--- config.mk ---
export PLATFORM = sky130hd
export DESIGN_NAME = i2s_tx_serializer
export DESIGN_NICKNAME = d
export VERILOG_FILES = /design/src/rtl/i2s_tx_serializer.sv
export SDC_FILE = /design/constraint.sdc
export NUM_CORES = 1
export LEC_CHECK = 0
export ABC_AREA = 1
export CAP_MARGIN = 25
export CORE_MARGIN = 10
export CORE_UTILIZATION = 45
export CTS_CLUSTER_DIAMETER = 200
export DETAILED_ROUTE_END_ITERATION = 10
export PLACE_DENSITY = 0.65
export SKIP_CTS_REPAIR_TIMING = 1
export SLEW_MARGIN = 40
export SYNTH_ARGS = -nofsm -noshare
export SYNTH_HDL_FRONTEND = slang
export SYNTH_SLANG_ARGS = --single-unit
export TNS_END_PERCENT = 100
--- constraint.sdc ---
create_clock -name i2s_bclk -period 11.71 [get_ports i2s_bclk]
set_input_delay 2.342 -clock i2s_bclk [delete_from_list [all_inputs] [get_ports i2s_bclk]]
set_output_delay 2.342 -clock i2s_bclk [all_outputs]
set_load 0.005 [all_outputs]
--- src/rtl/i2s_tx_serializer.sv ---
// rtl/i2s_tx_serializer.sv - I2S transmit serializer, one stereo pair per lrclk frame, MSB first.
// Codec-mastered bclk/lrclk; a single holding register decouples the upstream handshake from the frame timing.
module i2s_tx_serializer #(
  parameter int I2S_WIDTH        = 24,
  parameter int AUDIO_WIDTH      = 24,
  parameter bit MUTE_ON_UNDERRUN = 1'b1
) (
  input  logic                   i2s_bclk,
  input  logic                   sys_rst,
  input  logic                   i2s_lrclk,
  input  logic [AUDIO_WIDTH-1:0] tx_left,
  input  logic [AUDIO_WIDTH-1:0] tx_right,
  input  logic                   tx_valid,
  output logic                   tx_ready,
  output logic                   i2s_dout,
  output logic                   frame_start,
  output logic                   underrun,
  output logic [15:0]            underrun_count,
  output logic                   slot_err
);

  localparam logic [1:0] ST_IDLE  = 2'd0;
  localparam logic [1:0] ST_LEFT  = 2'd1;
  localparam logic [1:0] ST_RIGHT = 2'd2;

  localparam logic [5:0]  CNT_MAX  = 6'd63;
  localparam logic [5:0]  MIN_CNT  = 6'(I2S_WIDTH - 1);
  localparam logic [15:0] URC_MAX  = 16'hFFFF;

  logic [1:0]             state_q, state_d;
  logic                   prev_lrclk_q;
  logic                   hold_full_q, hold_full_d;
  logic [AUDIO_WIDTH-1:0] hold_left_q, hold_left_d;
  logic [AUDIO_WIDTH-1:0] hold_right_q, hold_right_d;
  logic [AUDIO_WIDTH-1:0] act_left_q, act_left_d;
  logic [AUDIO_WIDTH-1:0] act_right_q, act_right_d;
  logic [I2S_WIDTH-1:0]   shreg_q, shreg_d;
  logic [5:0]             bit_cnt_q, bit_cnt_d;
  logic                   frame_start_q, frame_start_d;
  logic                   underrun_q, underrun_d;
  logic [15:0]            urc_q, urc_d;
  logic                   slot_err_q, slot_err_d;

  logic                   left_edge, right_edge, any_edge;
  logic                   accept, take_hold;
  logic                   load_left, load_right;
  logic [I2S_WIDTH-1:0]   left_word, right_word;

  assign left_edge  = prev_lrclk_q & ~i2s_lrclk;
  assign right_edge = ~prev_lrclk_q & i2s_lrclk;
  assign any_edge   = left_edge | right_edge;
  assign accept     = tx_valid & ~hold_full_q;

  // Samples are MSB-aligned into the slot: wider samples lose LSBs, narrower ones are zero-padded.
  if (AUDIO_WIDTH >= I2S_WIDTH) begin : g_trunc
    assign left_word  = act_left_d[AUDIO_WIDTH-1 -: I2S_WIDTH];
    assign right_word = act_right_d[AUDIO_WIDTH-1 -: I2S_WIDTH];
  end else begin : g_pad
    assign left_word  = {act_left_d, {(I2S_WIDTH-AUDIO_WIDTH){1'b0}}};
    assign right_word = {act_right_d, {(I2S_WIDTH-AUDIO_WIDTH){1'b0}}};
  end

  always_comb begin
    state_d       = state_q;
    hold_full_d   = hold_full_q;
    hold_left_d   = hold_left_q;
    hold_right_d  = hold_right_q;
    act_left_d    = act_left_q;
    act_right_d   = act_right_q;
    frame_start_d = 1'b0;
    underrun_d    = 1'b0;
    urc_d         = urc_q;
    slot_err_d    = slot_err_q;
    take_hold     = 1'b0;
    load_left     = 1'b0;
    load_right    = 1'b0;
    bit_cnt_d     = (bit_cnt_q == CNT_MAX) ? bit_cnt_q : bit_cnt_q + 6'd1;

    if (accept) begin
      hold_left_d  = tx_left;
      hold_right_d = tx_right;
      hold_full_d  = 1'b1;
    end

    if (any_edge) begin
      bit_cnt_d = 6'd0;
      if (state_q != ST_IDLE && bit_cnt_q < MIN_CNT) begin
        slot_err_d = 1'b1;
      end
    end

    unique case (state_q)
      ST_IDLE: begin
        if (left_edge && hold_full_q) begin
          take_hold = 1'b1;
        end
      end
      ST_LEFT: begin
        if (right_edge) begin
          load_right = 1'b1;
          state_d    = ST_RIGHT;
        end
      end
      ST_RIGHT: begin
        if (left_edge) begin
          if (hold_full_q) begin
            take_hold = 1'b1;
          end else begin
            underrun_d = 1'b1;
            urc_d      = (urc_q == URC_MAX) ? urc_q : urc_q + 16'd1;
            if (MUTE_ON_UNDERRUN) begin
              act_left_d  = '0;
              act_right_d = '0;
            end
            load_left = 1'b1;
            state_d   = ST_LEFT;
          end
        end
      end
      default: state_d = ST_IDLE;
    endcase

    // accept requires an empty hold, so it never coincides with consuming the hold here.
    if (take_hold) begin
      act_left_d    = hold_left_q;
      act_right_d   = hold_right_q;
      hold_full_d   = 1'b0;
      frame_start_d = 1'b1;
      load_left     = 1'b1;
      state_d       = ST_LEFT;
    end
  end

  always_comb begin
    shreg_d = {shreg_q[I2S_WIDTH-2:0], 1'b0};
    if (any_edge) begin
      if (load_left) begin
        shreg_d = left_word;
      end else if (load_right) begin
        shreg_d = right_word;
      end else begin
        shreg_d = '0;
      end
    end
  end

  always_ff @(posedge i2s_bclk or posedge sys_rst) begin
    if (sys_rst) begin
      state_q       <= ST_IDLE;
      prev_lrclk_q  <= 1'b1;
      hold_full_q   <= 1'b0;
      hold_left_q   <= '0;
      hold_right_q  <= '0;
      act_left_q    <= '0;
      act_right_q   <= '0;
      shreg_q       <= '0;
      bit_cnt_q     <= 6'd0;
      frame_start_q <= 1'b0;
      underrun_q    <= 1'b0;
      urc_q         <= 16'd0;
      slot_err_q    <= 1'b0;
    end else begin
      state_q       <= state_d;
      prev_lrclk_q  <= i2s_lrclk;
      hold_full_q   <= hold_full_d;
      hold_left_q   <= hold_left_d;
      hold_right_q  <= hold_right_d;
      act_left_q    <= act_left_d;
      act_right_q   <= act_right_d;
      shreg_q       <= shreg_d;
      bit_cnt_q     <= bit_cnt_d;
      frame_start_q <= frame_start_d;
      underrun_q    <= underrun_d;
      urc_q         <= urc_d;
      slot_err_q    <= slot_err_d;
    end
  end

  assign tx_ready       = ~hold_full_q;
  assign i2s_dout       = shreg_q[I2S_WIDTH-1];
  assign frame_start    = frame_start_q;
  assign underrun       = underrun_q;
  assign underrun_count = urc_q;
  assign slot_err       = slot_err_q;

endmodule
Word level (Yosys, flattened, before mapping)
Cells that the tools add are included.
- bits in registers: 149
- logic and storage cells: 72
- bitwise gates (word level): 8
- mux-type cells: 31
- add/sub/neg operators: 2
- $lt $le $gt $ge: 1
- eq/ne operators: 9
- reduce and logical (&&, ||, !) cells: 8
- operators with widths (kind ; number):
    24-bit 2-to-1 mux ; 11
    16-bit by 1-bit adder with 16-bit output (second input constant) ; 1
    16-bit == test (second input constant) ; 1
    1-bit 2-to-1 mux ; 12
    6-bit 2-to-1 mux ; 2
    3-bit inequality test (second input constant) ; 3
    2-bit 2-to-1 mux ; 4
    4-bit AND reduction ; 2
    6-bit by 1-bit adder with 6-bit output (second input constant) ; 1
    6-bit == test (second input constant) ; 1
    6-bit by 5-bit less-than comparator with 1-bit output (second input constant) ; 1
    2-bit one-hot mux with 3 select lines ; 1
    2-bit inequality test (second input constant) ; 2
    1-bit inverter ; 4
    2-bit nonzero test ; 2
    1-bit bitwise AND ; 3
    2-bit by 1-bit == test with 1-bit output (second input constant) ; 1
    2-bit == test (second input constant) ; 1
    1-bit logical AND ; 2
    2-bit logical NOT ; 1
    1-bit one-hot mux with 2 select lines ; 1
    2-bit AND reduction ; 1
    1-bit OR ; 1

Depth between registers and ports, before layout
Gate-level depths: netlist of run 1.
- word-level depth: 9
- gate-level depth with buffers: 10
- mapped depth without buffers: 9

Worst setup path before layout of run 1
OpenSTA, ideal clock, no wires.
- path type: input to register
- start: input port i2s_lrclk
- end: register urc_q[9] (netlist: underrun_count[9])
- data arrival time: 3.341 ns
- path slack: 8.304 ns
- buffers on the path: 1
- library setup time: 0.065 ns
- cell stages on the path: 9
- path through: inv_1 > ha_1 > inv_1 > nor2_4 > nand3_4 > nor2_2 > buf_2 > nand2_1 > nand2_1
- cells in the longest elaborated chain, start to end: 3
- RTL lines (what ; RTL line ; text):
    start: declaration ; 10 ; input logic i2s_lrclk,
    1-bit inverter ; 49 ; assign left_edge = prev_lrclk_q & ~i2s_lrclk;
    1-bit bitwise AND ; 49 ;
    4-bit AND reduction (no source line) ; n/a ;
    end signal: assignment ; 174 ; urc_q <= urc_d;
    end: declaration ; 41 ; logic [15:0] urc_q, urc_d;
No other way between the ends.
A chain may end at the register's enable or synchronous reset.

Final worst setup path of run 1
- start: input port i2s_lrclk
- end: register bit_cnt_q[2]
- cells in the longest elaborated chain, start to end: 4
- elaborated cells between the ends (all ways): 6
- those cells by class: eq/ne (1); mux (1); bitwise (4)
- RTL lines (what ; RTL line ; text):
    1-bit inverter ; 49 ;
    1-bit bitwise AND ; 49 ;
    1-bit OR * ; 51 ; assign any_edge = left_edge | right_edge;
    2-bit inequality test (no source line) / 6-bit 2-to-1 mux (equally long branches) ; n/a ;
    end signal: assignment ; 171 ; bit_cnt_q <= bit_cnt_d;
    end: declaration ; 38 ; logic [5:0] bit_cnt_q, bit_cnt_d;
Mark *: on every way between the ends. The rest lies on a longest branch, timed or not.

==> results.py, run 1 <==
metrics = {
    "sta": {
        "fin_crit_sh_pct": 36.24,
        "holdWs_ps": 484.5,
        "rsz0062_at_grt": "false",
        "setup_violations": 0,
        "final.setup_skew_ps": 7.382,
        "drv_slew": 0,
        "max_freq_mhz": 235.6,
        "setup_ws_ps": 7466,
        "worst_slew_pin_slew_ps": 729.0,
        "fin_crit_ps": 4244,
        "max-slew-margin-rel_pct": 51.40,
        "setup_tns_ps": 0,
        "finalHoldViolCount": 0,
    },
    "synthesis": {
        "yosysSeqAreaShare_pct": 58.18,
        "syn_inst": 549,
        "synth_xor_area_share_pct": 1.465,
        "synth_compound_area_share_pct": 8.816,
        "netlist_area_um2": 5379,
        "synth_top_family_by_area": "simple AND/OR/NAND/NOR gates",
        "ys_warn_count": 0,
        "synth_area_per_cell_um2": 9.798,
        "synth_mux_area_share_pct": 6.490,
        "synthSimpleGateAreaFrac_pct": 19.05,
        "synth-edff-count": 0,
        "async_flop_share_pct": 100.0,
        "syn_nets": 605,
        "synth_ff_type": "dfrtp_1",
        "ys_seq_elements": 125,
        "synthAdderAreaFrac_pct": 0.9304,
        "synthDistinctLibCells": 36,
    },
    "routing": {
        "routed_wl_um": 10990,
        "drc": 0,
        "wl_met3_um": 531,
        "drt_first_iter_violations": 324,
        "wl_met2_um": 5160,
        "final_antenna_net_count": 0,
        "vias_per_cell": 5.012,
        "wl_per_cell_um": 14.17,
        "firstDrtPassIters": 4,
        "highest_layer": "met4",
        "vias": 3884,
        "met1_length_um": 5123,
    },
    "floorplan": {
        "core_um2": 11560,
        "die_area_um2": 16730,
        "die_width_um": 129.3,
        "dieHeight_um": 129.3,
        "num_rows": 39,
        "start_util_pct": 46.51,
        "pin_count": 73,
    },
    "global_route": {
        "antenna_found_initial": 0,
        "grt_pass1_wl_um": 18740,
        "grt_use_total_pct": 13.98,
        "grt_max_degree": 81,
        "grt_pass1_vias": 3940,
        "overflow": 0,
    },
    "clock_tree": {
        "cts_root_buffer": "clkbuf_16",
        "ctsHtreeMaxLevel": 4,
        "path_clk_slew_ps": 50,
        "cts_tree": "built",
        "clock-sinks": 125,
        "numCtsBuffers": 17,
        "worstSkewPairLatency_ps": 410,
        "clock_path_buffers": 2,
    },
    "outcome": {
        "status": "completed",
    },
    "critical_path": {
        "crit_fanout": 29,
        "timing.rr.start": "prev_lrclk_q",
        "arrival_ps": 4550,
        "endpoint_kind": "flop",
        "r2r.worst_path.cells": 7,
        "reg2reg_to": "shreg_q[9]",
        "worstPathRequired_ps": 12010,
        "crit_path_start_kind": "input port",
        "crit_type": "input port to flop",
        "rrSetupSlack_ps": 9570,
    },
    "place": {
        "place.gp.congestion": 0.8222,
        "portBuffers": 72,
        "place_ws_ps": 7032,
        "dpl.hpwl_um": 7504,
        "place_inst": 744,
    },
    "power_and_ir_drop": {
        "p_clk_share_pct": 36.2,
        "switching_share_pct": 26.83,
        "combinationalPowerShare_pct": 19.2,
        "pwr-share-seq_pct": 44.6,
        "p_switching_w": 0.0004010,
        "peakVddDrop_mv": 0.1570,
        "power_w": 0.001495,
        "p_int_w": 0.001094,
        "p_per_area_nw_per_um2": 218.4,
        "power_leakage_nw": 3.066,
    },
    "worst_hold_path": {
        "hp-start": "act_right_q[16]",
        "hold_end": "act_right_q[16]",
        "min_path_type": "flop to flop",
        "min_path_cells": 2,
    },
    "final_layout": {
        "diodes": 0,
        "layout_commonest_cell": "nand2_1",
        "area_growth_pct": 27.22,
        "final_cells": 775,
        "fin_nets": 676,
        "layout_common_cells": "126 x nand2_1, 124 x dfrtp_1, 72 x clkdlybuf4s50_1",
        "nFillCells": 972,
        "drive_gt1_share_pct": 12.97,
    },
    "run": {
        "maxCapViolCount": 0,
    },
}
==> power by group through the flow <==
stage	combinational, W	sequential, W	clock (W)
after CTS	0.000294	0.000667	0.000550
after global placement	0.000275	0.000670	0
after detailed placement	0.000292	0.000673	0
final	0.000287	0.000667	0.000541
after floorplan	0.000220	0.000644	0
after global routing	0.000329	0.000684	0.000571
==> final cells by class <==
cell class,instances,area (um2),share of cell area (%)
Clock buffer,25,515.5,7.533
Multi-Input combinational cell,361,1992,29.11
Inverter,38,145.1,2.121
Tap cell,143,178.9,2.615
Sequential cell,125,3129,45.73
Timing Repair Buffer,77,777.0,11.35
Clock inverter,6,105.1,1.536
==> critical path: stages <==
cell and delay (ps):
clkdlybuf4s50_1 510, inv_1 60, ha_1 380, clkinv_1 510, buf_4 430, o31ai_1 300
==> cell usage after synthesis, types with 2 or more instances <==
cell type  instances  area [um2]
nand3_4            2       35.03
buf_2             11       55.05
xor2_1             4       35.03
nor2_4             3       33.78
nand2_1          127       476.7
nor2_1            58       217.7
nand3_1           33       165.2
xnor2_1            5       43.79
nand4_1            5       31.28
inv_2              5       18.77
nor3_1             3       15.01
a21oi_1           19       95.09
mux2_1             4       45.04
inv_1             32       120.1
a22o_1             7       61.31
dfrtp_1          124        3103
buf_4              4       30.03
a31oi_1           24       150.1
mux2_2            27       304.0
clkbuf_1           9       33.78
nor2_2             3       18.77
o21ai_0           23       115.1
ha_1               4       50.05
==> cell families after synthesis <==
family,count (synthesis)
adders and majority gates,4
AOI/OAI and AO/OA,79
buffers and inverters,63
DFF,125
and+or+nand+nor,238
muxes,31
xor gates and xnor gates,9
==> state kept, by name, indices dropped and copies added (netlist names), 2 cells and up <==
name	count
act_right_q	24
state_q	2
bit_cnt_q	6
hold_right_q	24
hold_left_q	24
shreg_q	24
underrun_count	16
==> per-stage QoR <==
| step | util [%] | instance area, um2 |
|---|---|---|
| 2_1_floorplan | - | 5379 |
| 3_5_place_dp | 53.80 | 6222 |
| 4_1_cts | 59.17 | 6843 |
| 5_1_grt | 59.17 | 6843 |
| 6_report | 59.17 | 6843 |
| 3_3_place_gp | 53.47 | 6183 |
==> routing by layer <==
layer  global-route usage (%)  vias up
li1                         -     1957
met1                    17.01     1834
met2                    22.40       76
met3                    4.445       17
met4                    6.154        0
met5                        0        -
==> worst max-delay path by stage <==
stage          startpoint              to  slack (ps)  depth (start not counted)
6_report        i2s_lrclk    bit_cnt_q[2]        7470                          6
5_1_grt         i2s_lrclk    bit_cnt_q[2]        7310                          6
3_5_place_dp    i2s_lrclk    bit_cnt_q[2]        7030                          6
4_1_cts         i2s_lrclk    bit_cnt_q[2]        7440                          6
3_3_place_gp    i2s_lrclk    bit_cnt_q[2]        7180                          6
2_1_floorplan     sys_rst  act_right_q[0]        6040                          1
(Power assumes the default switching activity.)
==> inputs of run 2 (changes only) <==
--- a/config.mk
+++ b/config.mk
@@ -11,7 +11,7 @@
 export CORE_UTILIZATION = 45
 export CTS_CLUSTER_DIAMETER = 200
 export DETAILED_ROUTE_END_ITERATION = 10
-export PLACE_DENSITY = 0.65
+export PLACE_DENSITY = 0.68
 export SKIP_CTS_REPAIR_TIMING = 1
 export SLEW_MARGIN = 40
 export SYNTH_ARGS = -nofsm -noshare
==> constraint.sdc (replaced) <==
create_clock -name i2s_bclk -period 3.7 [get_ports i2s_bclk]
set_input_delay 0.74 -clock i2s_bclk [delete_from_list [all_inputs] [get_ports i2s_bclk]]
set_output_delay 0.74 -clock i2s_bclk [all_outputs]
set_load 0.005 [all_outputs]
==> run 2 against run 1 <==
- power grew to 3.1 times the previous value
- first-iteration DRC count is 12% lower
- combinational power increased to 3.3 times the previous value
- global-route usage increased by 0.53 points
- utilization grew 0.29 points
- clock power increased to 3.0 times the previous value
- register-to-register slack got worse by 8000 ps
- worst hold slack got worse by 11 ps
- die area unchanged
- sequential cell count did not move
- final area is 0.49% higher
- count of clock-buffer cells in the layout shrank 6
- critical endpoint is now shreg_q[23]
- largest cell class unchanged
==> results.py, run 2 (same netlist as run 1, synthesis figures left out) <==
metrics = {
    "global_route": {
        "overflow": 0,
        "grt_max_degree": 58,
        "antenna_found_initial": 0,
        "grt_use_total_pct": 14.51,
        "grt_pass1_vias": 4075,
        "grt_pass1_wl_um": 19370,
    },
    "routing": {
        "firstDrtPassIters": 4,
        "routed_wl_um": 11400,
        "wl_per_cell_um": 14.60,
        "vias": 3999,
        "vias_per_cell": 5.120,
        "drc": 0,
        "final_antenna_net_count": 0,
        "drt_first_iter_violations": 286,
    },
    "sta": {
        "fin_crit_sh_pct": 65.89,
        "worst_slew_pin_slew_ps": 628.5,
        "max-slew-margin-rel_pct": 58.01,
        "rsz0062_at_grt": "false",
        "setup_tns_ps": 0,
        "setup_violations": 0,
        "max_freq_mhz": 410.2,
        "finalHoldViolCount": 0,
        "drv_slew": 0,
        "final.setup_skew_ps": 6.884,
        "setup_ws_ps": 1262,
        "fin_crit_ps": 2438,
    },
    "place": {
        "dpl.hpwl_um": 7944,
        "place.gp.congestion": 0.8085,
        "portBuffers": 72,
        "place_ws_ps": 859.0,
        "dpl_cell_area_um2": 6282,
    },
    "worst_hold_path": {
        "min_path_type": "flop to flop",
        "hp-start": "slot_err",
    },
    "final_layout": {
        "final_core_util_pct": 59.46,
        "diodes": 0,
        "layout_common_cells": "126 x nand2_1, 124 x dfrtp_1, 72 x clkdlybuf4s50_1",
        "area_growth_pct": 27.84,
        "fin_nets": 681,
        "drive_gt1_share_pct": 14.11,
        "layout_commonest_cell": "nand2_1",
        "stdcell_area_um2": 6877,
    },
    "critical_path": {
        "timing.rr.start": "prev_lrclk_q",
        "crit_type": "input port to flop",
        "worstPathCellList": "clkdlybuf4s50_1 > inv_1 > ha_1 > inv_1 > nor2_4 > nand2_2 > inv_2 > nand2_1 > a31oi_1",
        "crit_path_start_kind": "input port",
        "crit_slowest_cell": "inv_2",
        "cp_common_cell": "inv_1",
        "max_stage_delay_ps": 470,
        "crit_fanout": 32,
        "critPathLaunch": "i2s_lrclk",
        "worstPathRequired_ps": 4020,
        "endpoint_kind": "flop",
        "arrival_ps": 2760,
    },
    "clock_tree": {
        "ctsHtreeMaxLevel": 4,
        "numCtsBuffers": 17,
        "cts_tree": "built",
        "path_clk_slew_ps": 60,
        "worstSkewPairLatency_ps": 410,
        "clock-sinks": 125,
        "cts_root_buffer": "clkbuf_16",
        "clock_path_buffers": 2,
    },
    "power_and_ir_drop": {
        "peakVddDrop_mv": 0.4933,
        "p_per_area_nw_per_um2": 683.7,
        "power_leakage_nw": 3.076,
    },
    "floorplan": {
        "num_rows": 39,
        "die_width_um": 129.3,
        "core_um2": 11560,
        "dieHeight_um": 129.3,
        "die_area_um2": 16730,
        "pin_count": 73,
        "start_util_pct": 46.51,
    },
    "outcome": {
        "status": "completed",
    },
    "run": {
        "maxCapViolCount": 0,
    },
}
==> run 2: cell type report <==
type                       instances  area [um2]
tap                              143       178.9
fill                             978        4688
inverter                          38       146.4
multi-input combinational        361        1992
clock buffer                      19       452.9
sequential                       125        3129
timing repair buffer              82       835.8
clock inverter                    13       141.4
==> run 2: power by group <==
group | switching [W] | total [W] | internal (W) | leakage (nW)
Clock | 0.000615 | 0.00164 | 0.00103 | 0.285
Sequential | 0.000263 | 0.00211 | 0.00185 | 1.53
Combinational | 0.000480 | 0.000949 | 0.000469 | 1.26
Total | 0.00136 | 0.00470 | 0.00334 | 3.08
==> run 2: metal layers <==
metal	up-vias	share of wire, %	track usage, %
met2	86	49	23.22
met5	-	0	0
li1	1961	-	-
met4	0	1.2	6.622
met1	1941	46	18.08
met3	11	4.5	3.834
==> run 2: worst max-delay path, delay by kind of cell <==
kind            cells  cell delay, ps
buf+inv             4            1070
simple gates        3             530
compound gates      1             230
fa+ha+maj           1             170
==> run 2: path summary, 6_finish.rpt <==
check | end | cells past startpoint | slack (ps)
hold reg to reg | slot_err | 1 | 470
setup reg to reg | shreg_q[23] | 7 | 1600
hold / removal | slot_err | 1 | 470
setup / recovery | shreg_q[23] | 9 | 1260
max in group asynchronous | prev_lrclk_q | 3 | 2210
min in group asynchronous | shreg_q[2] | 2 | 760
==> run 2: stage by stage <==
stage / total power (W) / hold WS, ps / std cells
after floorplan: 0.002735 / 453.8 / 549
after global placement: 0.003003 / 463.9 / 747
after detailed placement: 0.003084 / 467.5 / 749
after CTS: 0.004736 / 483.4 / 781
after global routing: 0.004974 / 510.1 / 781
final: 0.004702 / 473.3 / 781
==> inputs of run 3 (changes only) <==
--- a/config.mk
+++ b/config.mk
@@ -11,7 +11,7 @@
 export CORE_UTILIZATION = 45
 export CTS_CLUSTER_DIAMETER = 200
 export DETAILED_ROUTE_END_ITERATION = 10
-export PLACE_DENSITY = 0.68
+export PLACE_DENSITY = 0.65
 export SKIP_CTS_REPAIR_TIMING = 1
 export SLEW_MARGIN = 40
 export SYNTH_ARGS = -nofsm -noshare
==> constraint.sdc (replaced) <==
create_clock -name i2s_bclk -period 2.25 [get_ports i2s_bclk]
set_input_delay 0.45 -clock i2s_bclk [delete_from_list [all_inputs] [get_ports i2s_bclk]]
set_output_delay 0.45 -clock i2s_bclk [all_outputs]
set_load 0.005 [all_outputs]
==> run 3 against run 2 <==
- utilization rose by 0.054 points
- count of clock-buffer cells in the layout increased by 4
- sequential power is 64% higher
- via count decreased by 2.8%
- highest routed layer unchanged
- routed wire length fell by 4.1%
- sequential share of layout area about the same
- largest cell class unchanged
- register-to-register slack got worse by 1200 ps
- clock skew is 3.3 ps higher
- sequential cell count unchanged
- clock power is 54% higher
- die area did not move
- critical path type is now flop to output pin
- power grew 60%
==> results.py, run 3 (same netlist as run 1, synthesis figures left out) <==
metrics = {
    "routing": {
        "drt_first_iter_violations": 215,
        "routed_wl_um": 10930,
        "firstDrtPassIters": 5,
        "vias_per_cell": 4.967,
        "wl_per_cell_um": 13.96,
        "drc": 0,
        "vias": 3889,
        "final_antenna_net_count": 0,
    },
    "floorplan": {
        "num_rows": 39,
        "die_area_um2": 16730,
        "start_util_pct": 46.51,
        "pin_count": 73,
        "dieHeight_um": 129.3,
        "die_width_um": 129.3,
        "core_um2": 11560,
    },
    "run": {
        "maxCapViolCount": 0,
    },
    "sta": {
        "rsz0062_at_grt": "false",
        "setup_ws_ps": 322.9,
        "fin_crit_ps": 1927,
        "max_freq_mhz": 518.9,
        "setup_violations": 0,
        "final.setup_skew_ps": 10.19,
        "finalHoldViolCount": 0,
        "drv_slew": 0,
        "worst_slew_pin_slew_ps": 642.8,
        "max-slew-margin-rel_pct": 57.10,
        "fin_crit_sh_pct": 85.65,
    },
    "global_route": {
        "grt_use_total_pct": 13.95,
        "grt_pass1_wl_um": 18820,
        "antenna_found_initial": 0,
        "grt.met1_usage_pct": 17.73,
        "grt_pass1_vias": 3970,
        "grt_max_degree": 80,
        "met2_usage_pct": 21.89,
        "overflow": 0,
        "gr-max-usage-layer": "met2",
        "grt_use_met3_pct": 4.649,
    },
    "worst_hold_path": {
        "min_path_type": "flop to flop",
    },
    "critical_path": {
        "crit_fanout": 4,
        "arrival_ps": 1480,
        "endpoint_kind": "output pin",
        "crit_type": "flop to output pin",
        "worstPathRequired_ps": 1800,
        "crit_path_start_kind": "flop",
    },
    "clock_tree": {
        "worstSkewPairLatency_ps": 410,
        "clock-sinks": 125,
        "ctsHtreeMaxLevel": 4,
        "path_clk_slew_ps": 50,
        "numCtsBuffers": 17,
        "clock_path_buffers": 2,
        "cts_root_buffer": "clkbuf_16",
        "cts_tree": "built",
    },
    "place": {
        "portBuffers": 72,
        "place.gp.congestion": 0.8409,
        "dpl.hpwl_um": 7399,
        "place_ws_ps": -35.69,
    },
    "outcome": {
        "status": "completed",
    },
    "final_layout": {
        "diodes": 0,
        "final_core_util_pct": 59.52,
        "layout_commonest_cell": "nand2_1",
        "area_growth_pct": 27.96,
        "drive_gt1_share_pct": 13.75,
        "layout_common_cells": "126 x nand2_1, 124 x dfrtp_1, 72 x clkdlybuf4s50_1",
        "fin_nets": 683,
    },
    "power_and_ir_drop": {
        "p_per_area_nw_per_um2": 1095,
        "power_leakage_nw": 3.069,
        "peakVddDrop_mv": 0.6615,
    },
}
[run 3: worst paths after layout]
kind                                 startpoint               to  slack (ps)  cells after the start
worst min-delay path            act_right_q[16]  act_right_q[16]         480                      2
worst max-delay path                hold_full_q         tx_ready         320                      2
min in group asynchronous               sys_rst   hold_left_q[0]         490                      3
worst max register to register     prev_lrclk_q       shreg_q[4]         360                      7
worst min register to register  act_right_q[16]  act_right_q[16]         480                      2
max in group asynchronous               sys_rst  act_right_q[22]        1390                      3
[run 3: routing by layer]
layer,wire [um],part of all wire (%)
met1,5251,48
met2,5086,47
met3,513,4.7
met4,79,0.72
met5,0,0
[run 3: where the power goes]
| part | total, W | switching (W) | internal, W |
|---|---|---|---|
| logic | 0.00155 | 0.000762 | 0.000790 |
| registers | 0.00345 | 0.000413 | 0.00304 |
| clock network | 0.00253 | 0.000956 | 0.00158 |
[run 3: area by class of cell]
cell class,instances,area (um2)
Inverter,38,146.4
Fill cell,1009,4682
Tap cell,143,178.9
Timing Repair Buffer,84,885.9
Multi-Input combinational cell,361,1987
Clock inverter,9,87.58
Sequential cell,125,3129
Clock buffer,23,467.9
[run 3: stage by stage]
step                      total power [W]  area [um2]  TNS, ps  hold slack (ps)  cells
after floorplan                  0.004498        5383        0            453.8    549
after global placement           0.004996        6327        0            468.3    751
after detailed placement         0.005061        6327   -382.2            469.6    751
after CTS                        0.007616        6883        0            484.4    783
after global routing             0.008021        6883        0            501.1    783
final                            0.007536        6883        0            480.3    783
[run 3: worst max-delay path: stages (launching register included)]
cell and delay (ps):
dfrtp_1 430, inv_2 130, clkdlybuf4s50_1 520
